File: src/rtl/dram_arb_pkg.sv
// rtl/dram_arb_pkg.sv - shared types and helpers for the DRAM port arbiter
package dram_arb_pkg;

    typedef enum logic {
        IDLE   = 1'b0,
        RMW_WR = 1'b1
    } arb_state_e;

    localparam logic [31:0] DRAM_BASE = 32'h0000_4000;

    // Word-aligned compare in 34 bits so a window touching the top of the map cannot wrap
    function automatic logic in_window(input logic [31:0] addr,
                                       input logic [31:0] base,
                                       input logic [31:0] depth_words);
        logic [33:0] a;
        logic [33:0] lo;
        logic [33:0] hi;
        a  = {2'b00, addr[31:2], 2'b00};
        lo = {2'b00, base};
        hi = lo + ({2'b00, depth_words} << 2);
        return (a >= lo) && (a < hi);
    endfunction

endpackage

File: src/rtl/dram_byte_merge.sv
// rtl/dram_byte_merge.sv - per-lane merge of store data into an existing DRAM word
module dram_byte_merge (
    input  logic [31:0] old_i,
    input  logic [31:0] new_i,
    input  logic [3:0]  be_i,
    output logic [31:0] merged_o
);

    for (genvar lane = 0; lane < 4; lane++) begin : g_lane
        assign merged_o[8*lane +: 8] = be_i[lane] ? new_i[8*lane +: 8] : old_i[8*lane +: 8];
    end

endmodule

File: src/rtl/dram_port_arbiter.sv
// rtl/dram_port_arbiter.sv - two-port arbiter for the data DRAM with window check and sub-word RMW
module dram_port_arbiter
    import dram_arb_pkg::*;
#(
    parameter logic [31:0] BASE_ADDR    = DRAM_BASE,
    parameter int unsigned DEPTH_WORDS  = 16384,
    parameter int unsigned STARVE_LIMIT = 4
) (
    input  logic        clk,
    input  logic        rst_n,
    input  logic        m0_req,
    input  logic        m0_we,
    input  logic [31:0] m0_addr,
    input  logic [31:0] m0_wdata,
    input  logic [3:0]  m0_be,
    output logic        m0_gnt,
    output logic        m0_rvalid,
    output logic [31:0] m0_rdata,
    output logic        m0_err,
    input  logic        m1_req,
    input  logic        m1_we,
    input  logic [31:0] m1_addr,
    input  logic [31:0] m1_wdata,
    input  logic [3:0]  m1_be,
    output logic        m1_gnt,
    output logic        m1_rvalid,
    output logic [31:0] m1_rdata,
    output logic        m1_err,
    output logic [31:0] dram_a,
    output logic        dram_we,
    output logic [31:0] dram_d,
    input  logic [31:0] dram_spo
);

    localparam int SW = $clog2(STARVE_LIMIT + 1);
    localparam logic [SW-1:0] STARVE_MAX = SW'(STARVE_LIMIT);

    arb_state_e  state_q;
    logic [SW-1:0] starve_q, starve_d;
    logic [31:0] merge_q, addr_q;
    logic        port_q;
    logic        rvalid0_q, rvalid1_q, err0_q, err1_q;
    logic [31:0] rdata0_q, rdata1_q;

    logic        idle, force_m1, gnt0, gnt1, any_gnt, sel;
    logic        sel_we, sel_inwin, full_wr, part_wr, resp_err;
    logic [31:0] sel_addr, sel_wdata, resp_rdata, merged;
    logic [3:0]  sel_be;

    always_comb begin
        idle      = rst_n && (state_q == IDLE);
        force_m1  = m1_req && (starve_q == STARVE_MAX);
        gnt1      = idle && m1_req && (force_m1 || !m0_req);
        gnt0      = idle && m0_req && !gnt1;
        any_gnt   = gnt0 || gnt1;
        sel       = gnt1;
        sel_we    = sel ? m1_we    : m0_we;
        sel_addr  = sel ? m1_addr  : m0_addr;
        sel_wdata = sel ? m1_wdata : m0_wdata;
        sel_be    = sel ? m1_be    : m0_be;
        sel_inwin = in_window(sel_addr, BASE_ADDR, DEPTH_WORDS);
        full_wr   = any_gnt && sel_we && sel_inwin && (sel_be == 4'hF);
        part_wr   = any_gnt && sel_we && sel_inwin && (sel_be != 4'hF) && (sel_be != 4'h0);
        resp_err  = !sel_inwin;
        resp_rdata = (!sel_we && sel_inwin) ? dram_spo : 32'h0;

        if (m1_req && !gnt1) begin
            starve_d = (starve_q == STARVE_MAX) ? starve_q : starve_q + 1'b1;
        end else begin
            starve_d = '0;
        end
    end

    // In IDLE the DRAM sees the selected requester so spo already holds the old word for a merge
    dram_byte_merge u_merge (
        .old_i   (dram_spo),
        .new_i   (sel_wdata),
        .be_i    (sel_be),
        .merged_o(merged)
    );

    assign m0_gnt    = gnt0;
    assign m1_gnt    = gnt1;
    assign dram_a    = (state_q == RMW_WR) ? addr_q  : sel_addr;
    assign dram_d    = (state_q == RMW_WR) ? merge_q : sel_wdata;
    assign dram_we   = rst_n && ((state_q == RMW_WR) || full_wr);
    assign m0_rvalid = rvalid0_q;
    assign m0_rdata  = rdata0_q;
    assign m0_err    = err0_q;
    assign m1_rvalid = rvalid1_q;
    assign m1_rdata  = rdata1_q;
    assign m1_err    = err1_q;

    always_ff @(posedge clk or negedge rst_n) begin
        if (!rst_n) begin
            state_q   <= IDLE;
            starve_q  <= '0;
            merge_q   <= '0;
            addr_q    <= '0;
            port_q    <= 1'b0;
            rvalid0_q <= 1'b0;
            rvalid1_q <= 1'b0;
            err0_q    <= 1'b0;
            err1_q    <= 1'b0;
            rdata0_q  <= '0;
            rdata1_q  <= '0;
        end else begin
            starve_q  <= starve_d;
            rvalid0_q <= 1'b0;
            rvalid1_q <= 1'b0;
            case (state_q)
                IDLE: begin
                    if (part_wr) begin
                        merge_q <= merged;
                        addr_q  <= sel_addr;
                        port_q  <= sel;
                        state_q <= RMW_WR;
                    end else if (gnt1) begin
                        rvalid1_q <= 1'b1;
                        rdata1_q  <= resp_rdata;
                        err1_q    <= resp_err;
                    end else if (gnt0) begin
                        rvalid0_q <= 1'b1;
                        rdata0_q  <= resp_rdata;
                        err0_q    <= resp_err;
                    end
                end
                RMW_WR: begin
                    state_q <= IDLE;
                    if (port_q) begin
                        rvalid1_q <= 1'b1;
                        rdata1_q  <= '0;
                        err1_q    <= 1'b0;
                    end else begin
                        rvalid0_q <= 1'b1;
                        rdata0_q  <= '0;
                        err0_q    <= 1'b0;
                    end
                end
                default: state_q <= IDLE;
            endcase
        end
    end

endmodule

File: config.mk
export PLATFORM = sky130hd
export DESIGN_NAME = dram_port_arbiter
export DESIGN_NICKNAME = d
export VERILOG_FILES = /design/src/rtl/dram_arb_pkg.sv /design/src/rtl/dram_byte_merge.sv /design/src/rtl/dram_port_arbiter.sv
export SDC_FILE = /design/constraint.sdc
export NUM_CORES = 1
export LEC_CHECK = 0
export CORE_MARGIN = 2
export CORE_UTILIZATION = 30
export DETAILED_ROUTE_END_ITERATION = 8
export GPL_TIMING_DRIVEN = 0
export SETUP_SLACK_MARGIN = 0.02
export SYNTH_ARGS = -nofsm -noshare
export SYNTH_HDL_FRONTEND = slang
export SYNTH_SLANG_ARGS = --single-unit
File: constraint.sdc
create_clock -name clk -period 3.39 [get_ports clk]
set_clock_uncertainty 0.05 [all_clocks]
set_input_delay 1.017 -clock clk [delete_from_list [all_inputs] [get_ports clk]]
set_output_delay 1.017 -clock clk [all_outputs]
set_load 0.02 [all_outputs]
After elaboration in Yosys (flattened, before gate mapping)
Index checks and enable logic that the tools add are counted.
{"block": "totals", "regBits": 137, "input_bits": 174, "output_inout_bits": 135, "word_cells": 93}
{"block": "classes", "addsub": 1, "magnitude_cmp": 2, "eq_ne": 10, "mux": 42, "n_bitwise": 1, "reduce_logical": 26}
{"cell": "$mux W32", "n": 12}
{"cell": "$pmux W32 S2", "n": 2}
{"cell": "$ge A32 B15 Y1 const B", "n": 1}
{"cell": "$lt A32 B17 Y1 const B", "n": 1}
{"cell": "$mux W8", "n": 4}
{"cell": "$mux W1", "n": 16}
{"cell": "$logic_and A1 B1 Y1", "n": 15}
{"cell": "$ne A2 B2 Y1 const B", "n": 6}
{"cell": "$pmux W1 S2", "n": 5}
{"cell": "$mux W3", "n": 2}
{"cell": "$eq A4 B4 Y1 const B", "n": 1}
{"cell": "$logic_not A1 Y1", "n": 4}
{"cell": "$mux W4", "n": 1}
{"cell": "$ne A4 B4 Y1 const B", "n": 1}
{"cell": "$reduce_and A4 Y1", "n": 1}
{"cell": "$reduce_bool A4 Y1", "n": 1}
{"cell": "$add A3 B1 Y3 const B", "n": 1}
{"cell": "$eq A3 B3 Y1 const B", "n": 1}
{"cell": "$logic_or A1 B1 Y1", "n": 3}
{"cell": "$reduce_and A3 Y1", "n": 1}
{"cell": "$ne A2 B1 Y1 const B", "n": 1}
{"cell": "$reduce_and A2 Y1", "n": 1}
{"cell": "$not A1 Y1", "n": 1}

Logic depth before layout (Yosys ltp)
Gate-level depths: netlist of the first run.
{"block": "depth", "depth_word": 13, "mapped_depth": 10, "ltp_nobuf": 8}

By module
Synthesis of the first run repeated with hierarchy kept, for this count alone.
{"block": "unflattened", "cells_unflattened": 673, "area_unflattened_um2": 7347.0}
{"module": "dram_port_arbiter", "n_inst": 1, "cells_per_inst": 637, "area_per_inst_um2": 6821.5, "seq_area_each_um2": 3428.3}
{"module": "dram_byte_merge", "n_inst": 1, "cells_per_inst": 36, "area_per_inst_um2": 525.5, "seq_area_each_um2": 0.0}

Worst setup path after synthesis of the first run
No wires, ideal clock.
{"block": "synth_timing", "path_kind": "input to output", "from": "input port m0_req", "to": "output port dram_a[17]", "arrival_ns": 2.647, "slack_ns": -0.324, "path_stages": 6, "path_buffers": 2, "path_cell_list": "a21bo_2 -> nand2_2 -> buf_2 -> buf_1 -> mux2i_1 -> o21ai_0"}
{"block": "synth_via", "elab_chain_len": 5}
{"element": "from (decl)", "line": "dram_port_arbiter.sv:11", "rtl": "input logic m0_req,"}
{"element": "$logic_not A1 Y1", "line": "dram_port_arbiter.sv:53", "rtl": "gnt1 = idle && m1_req && (force_m1 || !m0_req);"}
{"element": "$logic_or A1 B1 Y1", "line": "dram_port_arbiter.sv:53"}
{"element": "$logic_and A1 B1 Y1", "line": "dram_port_arbiter.sv:53"}
{"element": "$mux W32", "line": "dram_port_arbiter.sv:58", "rtl": "sel_addr = sel ? m1_addr : m0_addr;"}
{"element": "$mux W32", "line": "dram_port_arbiter.sv:84", "rtl": "assign dram_a = (state_q == RMW_WR) ? addr_q : sel_addr;"}
{"element": "to (decl)", "line": "dram_port_arbiter.sv:29", "rtl": "output logic [31:0] dram_a,"}
No other way between the ends.

Final worst setup path of the first run
{"block": "layout_timing", "from": "input port rst_n", "to": "output port dram_d[23]"}
{"block": "layout_via", "elab_chain_len": 5}
{"element": "from (decl)", "line": "dram_port_arbiter.sv:10", "rtl": "input logic rst_n,"}
{"element": "$logic_and A1 B1 Y1", "line": "dram_port_arbiter.sv:51", "rtl": "idle = rst_n && (state_q == IDLE);"}
{"element": "$logic_and A1 B1 Y1 (2 in a row)", "line": "dram_port_arbiter.sv:53"}
{"element": "$mux W32", "line": "dram_port_arbiter.sv:59", "rtl": "sel_wdata = sel ? m1_wdata : m0_wdata;"}
{"element": "$mux W32", "line": "dram_port_arbiter.sv:85", "rtl": "assign dram_d = (state_q == RMW_WR) ? merge_q : sel_wdata;"}
{"element": "to (decl)", "line": "dram_port_arbiter.sv:31", "rtl": "output logic [31:0] dram_d,"}
No other way between the ends.

==> results.py, run 1 <==
metrics = {
    "run_status": {
        "status": "finished with violations",
        "violations": "setup timing",
    },
    "detailed_routing": {
        "dr_total_vias": 6376,
        "drt_first_pass_iters": 5,
        "drc": 0,
        "ant_nets": 0,
        "drt-total-wl_um": 27900,
        "first_iter_violations": 289,
        "viasPerCell": 4.958,
        "drt-wirelength-per-cell_um": 21.69,
    },
    "place": {
        "portBuffers": 308,
        "gp_congestion": 0.7631,
        "hpwl_um": 19210,
    },
    "critical_path": {
        "critical_path_class": "input pin to output port",
        "endpoint": "dram_d[23]",
        "r2r_end": "m0_rdata[11]",
        "required_ps": 2320,
        "worstSetupStartpointType": "input pin",
        "ff2ff_setup_slack_ps": 370,
        "crit_start": "rst_n",
        "crit_fanout": 7,
        "reg2reg_depth": 10,
        "worstPathArrival_ps": 2490,
        "r2r_start": "starve_q[1]",
        "end_kind": "output port",
    },
    "final_layout": {
        "multi_input_area_sq_um": 4198,
        "fillers": 2153,
        "fin_nets": 1128,
        "areaGrowthSynthToFinish_pct": 73.39,
        "regArea_sq_um": 3428,
        "drive_gt1_share_pct": 42.49,
    },
    "synth": {
        "synth_most_common_cell": "dfrtp_1",
        "ys_types": 42,
        "yosysSeqAreaShare_pct": 47.47,
        "yosys_register_bits": 137,
        "synthArstFlopShare_pct": 100.0,
        "synth_area_leaders": "dfrtp_1 47%, mux2_2 20%, mux2_4 6.9%",
        "syn-instance-count": 587,
        "synth_common_cells": "137 x dfrtp_1, 127 x mux2_2, 73 x nand2_1",
        "ys.warnings.count": 0,
        "synth_ff_type": "dfrtp_1",
        "synth_area_per_cell_sq_um": 12.30,
        "synth_area_sq_um": 7222,
        "synth_nets": 763,
        "synth_top_area_share_pct": 47.47,
        "synth-edff-count": 0,
        "yosys.area.top_type": "dfrtp_1",
    },
    "die": {
        "fp.dieH_um": 159.2,
        "core_sq_um": 23540,
        "rows": 56,
        "pin_count": 309,
        "die_area_sq_um": 25330,
        "die_w_um": 159.2,
        "start_util_pct": 30.68,
    },
    "cts": {
        "clk_latency_ps": 420,
        "clk_path_buf_depth": 2,
        "path_clk_slew_ps": 60,
        "ctsHtreeMaxLevel": 4,
        "clock-sinks": 137,
        "clock-root-buffer": "clkbuf_16",
        "cts_tree": "built",
        "cts_buffers": 17,
    },
    "global_route": {
        "antenna_found_initial": 3,
        "grt_max_degree": 71,
        "overflow": 0,
        "grt_pass1_vias": 6720,
        "grt_usage_pct": 21.62,
        "grt_pass1_wl_um": 41790,
    },
    "power": {
        "ir_drop_mv": 0.2476,
        "power.density_nw_per_um2": 349.1,
        "total_power_w": 0.004371,
        "power_leakage_nw": 5.979,
    },
    "timing": {
        "drv_slew": 0,
        "period_needed_ps": 3559,
        "fin_setup_tns_ps": -5438,
        "finalHoldViolations": 0,
        "slew_headroom_pct": 21.18,
        "setup_viol": 65,
        "rsz0062_at_grt": "yes",
        "fmax_ghz": 0.2810,
        "period_share_pct": 105.0,
        "fin_ws_ps": -169.0,
        "tightest_slew_ps": 1149,
    },
    "job": {
        "maxCapViolations": 0,
    },
    "min_path": {
        "hp-class": "flip-flop to flip-flop",
        "holdPathStages": 1,
    },
}
-- state kept, by name, summed over array words and instances, names as in the netlist, 3 cells and up --
| name | flops |
|---|---|
| starve_q | 3 |
| merge_q | 32 |
| m1_rdata | 32 |
| addr_q | 32 |
| m0_rdata | 32 |
-- cells in the final DEF, fill, tap and decap left out, types with 4 or more instances in the layout --
| cell type | instances |
|---|---|
| clkbuf_1 | 14 |
| inv_1 | 6 |
| clkinvlp_4 | 5 |
| buf_12 | 5 |
| o21ai_2 | 14 |
| nand2_1 | 47 |
| buf_4 | 29 |
| buf_6 | 65 |
| clkdlybuf4s15_2 | 4 |
| mux2_2 | 50 |
| clkdlybuf4s50_1 | 202 |
| a32o_1 | 33 |
| and2_1 | 15 |
| clkdlybuf4s15_1 | 4 |
| nand2_2 | 19 |
| nor4_2 | 4 |
| buf_2 | 21 |
| clkbuf_16 | 26 |
| inv_6 | 4 |
| nand2_4 | 8 |
| mux2i_2 | 10 |
| o21ai_1 | 4 |
| dlygate4sd2_1 | 20 |
| mux2i_4 | 5 |
| a22o_1 | 33 |
| mux2i_1 | 4 |
| nor2_1 | 6 |
| clkbuf_2 | 6 |
| dfrtp_1 | 137 |
| mux2_4 | 110 |
-- worst min path at each step --
stage	startpoint	end
2_1_floorplan	addr_q[17]	addr_q[17]
6_report	addr_q[26]	addr_q[26]
3_3_place_gp	merge_q[17]	merge_q[17]
4_1_cts	addr_q[26]	addr_q[26]
3_5_place_dp	addr_q[29]	addr_q[29]
5_1_grt	addr_q[26]	addr_q[26]
-- power breakdown --
| part | internal [W] | switching [W] |
|---|---|---|
| logic | 0.000533 | 0.000400 |
| registers | 0.00164 | 0.00000599 |
| clock network | 0.000966 | 0.000823 |
| total | 0.00314 | 0.00123 |
-- final cells by class --
cell class	count	share of cell area, %
Multi-Input combinational cell	404	33.52
Antenna cell	2	0.03997
Tap cell	319	3.187
Sequential cell	137	27.38
Inverter	7	0.2098
Clock buffer	18	3.427
Clock inverter	14	1.049
Buffer	39	2.788
Timing Repair Buffer	346	28.40
-- metrics by stage --
stage,hold slack (ps),setup WS (ps),instance area [sq um],util (%),std cells
finish,435.7,-169.0,12520,53.19,1286
global route,455.7,-192.9,12520,53.19,1286
CTS,442.2,-217.5,12050,51.19,1269
detailed placement,421.9,-1486,10800,45.86,1215
global placement,419.8,-6956,10770,45.74,1214
floorplan,403.9,7.047,7286,-,587
-- repair_timing --
action	CTS	global route
cloned	7	3
setup buffers	15	14
pin swaps	20	21
hold endpoints to repair	0	0
hold buffers	0	0
gates resized for setup	546	112
setup endpoints to repair	78	65
-- critical path, cell delays in order --
cell and delay [ps]:
buf_16 110, and3b_2 260, nand2_8 170, clkbuf_16 190
mux2_4 320, mux2_4 270, buf_6 140
-- per-layer routing --
metal | track usage, % | part of all wire (%)
met2 | 35.79 | 49
met4 | 5.579 | 1.5
met5 | 0 | 0.047
met3 | 6.043 | 6.3
met1 | 27.93 | 44
-- cell families (layout without fill, tap and decap cells) --
group / after synthesis / count (layout) / synth area share, %
simple gates: 123 / 124 / 7.987
compound gates: 96 / 96 / 11.16
xor+xnor: 1 / 1 / 0.1213
flops: 137 / 137 / 47.47
fa+ha+maj: 2 / 2 / 0.3464
mux: 181 / 181 / 29.71
other cells: 0 / 2 / 0
buf+inv: 47 / 424 / 3.205
Power figures use the tool's default switching activity.
==> run 2: changes to the inputs <==
CELL_PAD_IN_SITES_DETAIL_PLACEMENT = 0   (was unset)
CELL_PAD_IN_SITES_GLOBAL_PLACEMENT = 1   (was unset)
PLACE_DENSITY_LB_ADDON = 0.15   (was unset)
==> run 2 against run 1 <==
Against the previous run:
- the run still ends with setup timing left
- critical path type unchanged
- critical path depth rose by 1
- largest cell class unchanged
- final cell count rose by 0.39%
- routed wire length fell by 1.0%
- combinational power rose by 2.7%
- sequential share of layout area fell by 0.60 points
- via count fell by 0.53%
- power rose by 7.0%
- sequential power barely moved
- first-iteration DRC count rose by 0.69%
- register-to-register slack got worse by 60 ps
==> results.py, run 2 (synthesized netlist as in run 1, its figures left out) <==
metrics = {
    "run_status": {
        "status": "finished with violations",
        "violations": "setup timing",
    },
    "cts": {
        "cts_buffers": 17,
        "clk_path_buf_depth": 2,
        "path_clk_slew_ps": 60,
        "ctsHoldBuffers": 0,
        "clock-root-buffer": "clkbuf_16",
        "ctsHtreeMaxLevel": 4,
        "clock-sinks": 137,
        "cts_tree": "built",
        "clk_latency_ps": 410,
    },
    "die": {
        "core_sq_um": 23540,
        "rows": 56,
        "pin_count": 309,
        "die_area_sq_um": 25330,
        "fp.dieH_um": 159.2,
        "start_util_pct": 30.68,
        "die_w_um": 159.2,
    },
    "critical_path": {
        "ff2ff_setup_slack_ps": 310,
        "endpoint": "dram_d[30]",
        "critical_path_class": "input pin to output port",
        "crit_start": "rst_n",
        "required_ps": 2320,
        "end_kind": "output port",
        "worstPathArrival_ps": 2540,
        "r2r_start": "starve_q[0]",
        "crit_fanout": 7,
        "worstSetupStartpointType": "input pin",
        "r2r_end": "m0_rdata[13]",
        "reg2reg_depth": 10,
    },
    "power": {
        "power.density_nw_per_um2": 365.5,
        "power_leakage_nw": 6.119,
        "total_power_w": 0.004679,
        "ir_drop_mv": 0.3360,
    },
    "place": {
        "portBuffers": 308,
        "hpwl_um": 18620,
        "dp.cells": 1215,
        "gp_congestion": 0.8010,
    },
    "final_layout": {
        "final_common_cell": "clkdlybuf4s50_1",
        "utilization_pct": 54.38,
        "regArea_sq_um": 3428,
        "areaGrowthSynthToFinish_pct": 77.27,
        "fin_nets": 1135,
        "final_cell_mix": "207 x clkdlybuf4s50_1, 137 x dfrtp_1, 113 x mux2_4, 70 x buf_6, 47 x mux2_2",
        "drive_gt1_share_pct": 41.92,
        "multi_input_area_sq_um": 4189,
        "fillers": 2085,
        "fin_cells": 1291,
    },
    "detailed_routing": {
        "drt-total-wl_um": 27610,
        "viasPerCell": 4.912,
        "drt-wirelength-per-cell_um": 21.38,
        "first_iter_violations": 291,
        "drc": 0,
        "drt_first_pass_iters": 4,
        "dr_total_vias": 6342,
        "ant_nets": 0,
    },
    "global_route": {
        "grt_max_degree": 57,
        "overflow": 0,
        "grt_usage_pct": 21.23,
        "antenna_found_initial": 1,
        "grt_pass1_vias": 6710,
        "grt_pass1_wl_um": 41340,
    },
    "timing": {
        "drv_slew": 0,
        "tightest_slew_ps": 1028,
        "fin_setup_tns_ps": -10840,
        "finalHoldViolations": 0,
        "rsz0062_at_grt": "yes",
        "fin_ws_ps": -218.6,
        "fmax_ghz": 0.2771,
        "period_share_pct": 106.4,
        "setup_viol": 65,
        "hold_slack_ps": 433.7,
        "slew_headroom_pct": 29.50,
        "period_needed_ps": 3609,
    },
    "job": {
        "maxCapViolations": 0,
    },
    "min_path": {
        "hp-class": "flip-flop to flip-flop",
    },
}
## run 2: cell count changes in the layout (fill, tap and decap cells not counted), sizes merged
cell	delta
bufinv	+5
inv	-5
clkinvlp	-2
dlygate4sd2	+4
clkdlybuf4s50	+5
buf	+1
clkdlybuf4s15	+1
bufbuf	+1
diode	-1
clkinv	+2
clkbuf	-6
## run 2: how the worst min path moves through the flow
stage	startpoint	to	slack, ps	cells past startpoint
after floorplan	addr_q[17]	addr_q[17]	400	1
after global placement	addr_q[0]	addr_q[0]	420	1
after detailed placement	addr_q[26]	addr_q[26]	420	1
after CTS	addr_q[20]	addr_q[20]	440	1
after global routing	addr_q[0]	addr_q[0]	450	1
final	addr_q[29]	addr_q[29]	430	1
## run 2: area by class of cell
cell class / count / share of cell area [%]
Antenna cell: 1 / 0.01955
Buffer: 40 / 2.824
Clock buffer: 17 / 3.323
Clock inverter: 14 / 1.730
Inverter: 7 / 0.2443
Multi-Input combinational cell: 404 / 32.72
Sequential cell: 137 / 26.78
Tap cell: 319 / 3.118
Timing Repair Buffer: 352 / 29.24
## run 2: worst max-delay path: stages
cell and delay [ps]:
buf_16 110, and3b_2 240, buf_12 140, nand2_8 130, buf_12 180, mux2_4 310
mux2_4 260, buf_6 130
## run 2: what timing repair did
action / in CTS / in global routing
pin swaps: 19 / 26
hold endpoints to repair: 0 / 0
buffers inserted: 16 / 17
setup endpoints to repair: 151 / 75
resized for setup: 503 / 143
gates cloned: 8 / 4
## run 2: report_power, final
| part | switching [W] | internal (W) |
|---|---|---|
| combinational | 0.000402 | 0.000557 |
| clock | 0.000762 | 0.00131 |
| sequential | 0.00000640 | 0.00164 |
| total | 0.00117 | 0.00351 |
## run 2: routing by layer
layer,wire [um],track usage [%]
met5,0,0
met4,380,4.504
met2,13150,34.96
met3,1686,6.200
met1,12390,27.78
## run 2: metrics by stage
step / worst slack [ps] / cell area, sq um
after floorplan: 7.047 / 7286
after global placement: -6916 / 10770
after detailed placement: -1573 / 10800
after CTS: -256.0 / 12120
after global routing: -264.7 / 12800
final: -218.6 / 12800
==> run 3: changes to the inputs <==
CORE_UTILIZATION = 33   (was 30)
CTS_CLUSTER_DIAMETER = 200   (was unset)
clock period = 3.6 ns   (was 3.39 ns; I/O delays follow)
==> run 3 against run 2 <==
Against the previous run:
- the run still ends with setup timing left
- critical path depth is the same
- die area shrank 8.9%
- largest power group unchanged
- global-route usage grew 0.99 points
- register-to-register slack is essentially flat
- utilization grew 2.8 points
- power shrank 11%
- sequential power shrank 5%
- setup slack gained 80 ps
- via count grew 0.96%
- design area shrank 3.5%
==> results.py, run 3 (synthesized netlist as in run 1, its figures left out) <==
metrics = {
    "critical_path": {
        "crit_family": "simple AND/OR/NAND/NOR gates",
        "end_kind": "output port",
        "cpMaxStageDelayCell": "nor4_2",
        "cpMostUsedCell": "buf_6",
        "path_cells": "dlygate4sd2_1 > nor4_2 > nand4_1 > buf_6 > o22a_1 > nor2_1 > o21a_1 > buf_6",
        "worstSetupStartpointType": "input pin",
        "critical_path_class": "input pin to output port",
        "worstPathArrival_ps": 2610,
        "path_buf_inv": 3,
        "crit_fanout": 2,
        "cpPeakStageDelay_ps": 320,
        "required_ps": 2470,
    },
    "cts": {
        "cts_tree": "built",
        "clock-sinks": 137,
        "cts_buffers": 17,
        "clock-root-buffer": "clkbuf_16",
        "ctsHtreeMaxLevel": 4,
        "path_clk_slew_ps": 60,
        "ctsHoldBuffers": 0,
        "clk_path_buf_depth": 2,
        "clk_latency_ps": 410,
    },
    "run_status": {
        "violations": "setup timing",
        "status": "finished with violations",
    },
    "final_layout": {
        "antenna_cells": 0,
        "final_cell_mix": "203 x clkdlybuf4s50_1, 137 x dfrtp_1, 106 x mux2_4, 59 x buf_6, 54 x mux2_2",
        "utilization_pct": 57.16,
        "drive_gt1_share_pct": 38.72,
        "areaGrowthSynthToFinish_pct": 71.14,
        "fillers": 1866,
        "final_common_cell": "clkdlybuf4s50_1",
        "fin_nets": 1130,
        "fin_cells": 1246,
    },
    "timing": {
        "fin_ws_ps": -138.2,
        "fmax_ghz": 0.2675,
        "rsz0062_at_grt": "yes",
        "drv_slew": 0,
        "period_needed_ps": 3738,
        "slew_headroom_pct": 18.94,
        "hold_slack_ps": 438.3,
        "finalHoldViolations": 0,
        "setup_viol": 55,
        "fin_setup_tns_ps": -2534,
        "tightest_slew_ps": 1182,
        "period_share_pct": 103.8,
    },
    "place": {
        "dp.cells": 1176,
        "portBuffers": 308,
        "gp_congestion": 0.9021,
        "hpwl_um": 18560,
    },
    "power": {
        "sw_frac_of_total_pct": 25.13,
        "ir_drop_mv": 0.2420,
        "internal-power_w": 0.003122,
        "p_seq_share_pct": 37.3,
        "power.density_nw_per_um2": 337.3,
        "power_leakage_nw": 6.050,
        "clockPowerShare_pct": 42.3,
        "netSwitchingPower_w": 0.001048,
        "pwr-share-comb_pct": 20.4,
    },
    "global_route": {
        "grt_max_degree": 39,
        "antenna_found_initial": 0,
        "grt_pass1_vias": 6763,
        "grt_pass1_wl_um": 39740,
        "overflow": 0,
        "grt_usage_pct": 22.21,
    },
    "die": {
        "core_sq_um": 21620,
        "fp.dieH_um": 151.9,
        "rows": 54,
        "die_w_um": 151.9,
        "start_util_pct": 33.40,
        "die_area_sq_um": 23080,
        "pin_count": 309,
    },
    "detailed_routing": {
        "drt_first_pass_iters": 4,
        "drt-total-wl_um": 26740,
        "first_iter_violations": 356,
        "drc": 0,
        "dr_total_vias": 6403,
        "ant_nets": 0,
        "viasPerCell": 5.139,
        "drt-wirelength-per-cell_um": 21.46,
    },
    "min_path": {
        "hp-class": "flip-flop to flip-flop",
    },
    "job": {
        "maxCapViolations": 0,
    },
}
==> run 3: what timing repair did <==
item	CTS	global route
setup buffers	18	13
gates cloned	8	4
endpoints found under the setup margin	161	65
resized for setup	401	213
endpoints found under the hold margin	0	0
pin swaps	17	15
==> run 3: final timing paths <==
| kind | to | start | depth (start not counted) | slack [ps] |
|---|---|---|---|---|
| worst max-delay path | dram_we | m1_addr[30] | 8 | -140 |
| worst min-delay path | addr_q[17] | addr_q[17] | 1 | 440 |
| worst max register to register | m0_rdata[29] | starve_q[0] | 12 | 300 |
| worst min register to register | addr_q[17] | addr_q[17] | 1 | 440 |
| max in group asynchronous | merge_q[18] | rst_n | 3 | 2270 |
| min in group asynchronous | m1_rdata[23] | rst_n | 1 | 560 |
==> run 3: layout make-up <==
type                            count  area (sq um)  area share (%)
Clock buffer                       19         432.9           3.503
Multi-Input combinational cell    403          3994           32.31
Inverter                            7         38.79          0.3138
Timing Repair Buffer              350          3637           29.43
Tap cell                          280         350.3           2.835
Clock inverter                     12         152.6           1.235
Sequential cell                   137          3428           27.74
Buffer                             38         325.3           2.632
==> run 3: through the flow <==
step / cell area (sq um) / worst slack [ps] / total power, W
after global routing: 12360 / -204.5 / 0.004323
after global placement: 10660 / -6724 / 0.002281
final: 12360 / -138.2 / 0.004169
after detailed placement: 10690 / -1818 / 0.002293
after floorplan: 7223 / -54.01 / 0.001868
after CTS: 11680 / -272.8 / 0.004099
==> run 3: power by group through the flow <==
stage               Sequential, W  Clock, W  Combinational, W
finish                    0.00156   0.00177          0.000849
global route              0.00155   0.00187          0.000902
CTS                       0.00155   0.00180          0.000745
detailed placement        0.00158         0          0.000710
global placement          0.00158         0          0.000699
floorplan                 0.00159         0          0.000281
==> run 3: worst reg2reg max path: stages, from the launching register on <==
cell	delay, ps
dfrtp_1	400
inv_1	80
ha_1	270
a21bo_4	260
buf_4	140
a211o_1	310
o22a_1	200
buf_4	140
buf_4	120
buf_4	140
a211oi_2	380
clkbuf_1	540
a22o_1	230
==> run 3: layer usage <==
| layer | wire length (um) | track usage [%] | part of all wire [%] |
|---|---|---|---|
| met5 | 0 | 0 | 0 |
| met2 | 13190 | 37.07 | 49 |
| met1 | 11290 | 28.34 | 42 |
| met3 | 1754 | 5.676 | 6.6 |
| met4 | 501 | 6.987 | 1.9 |
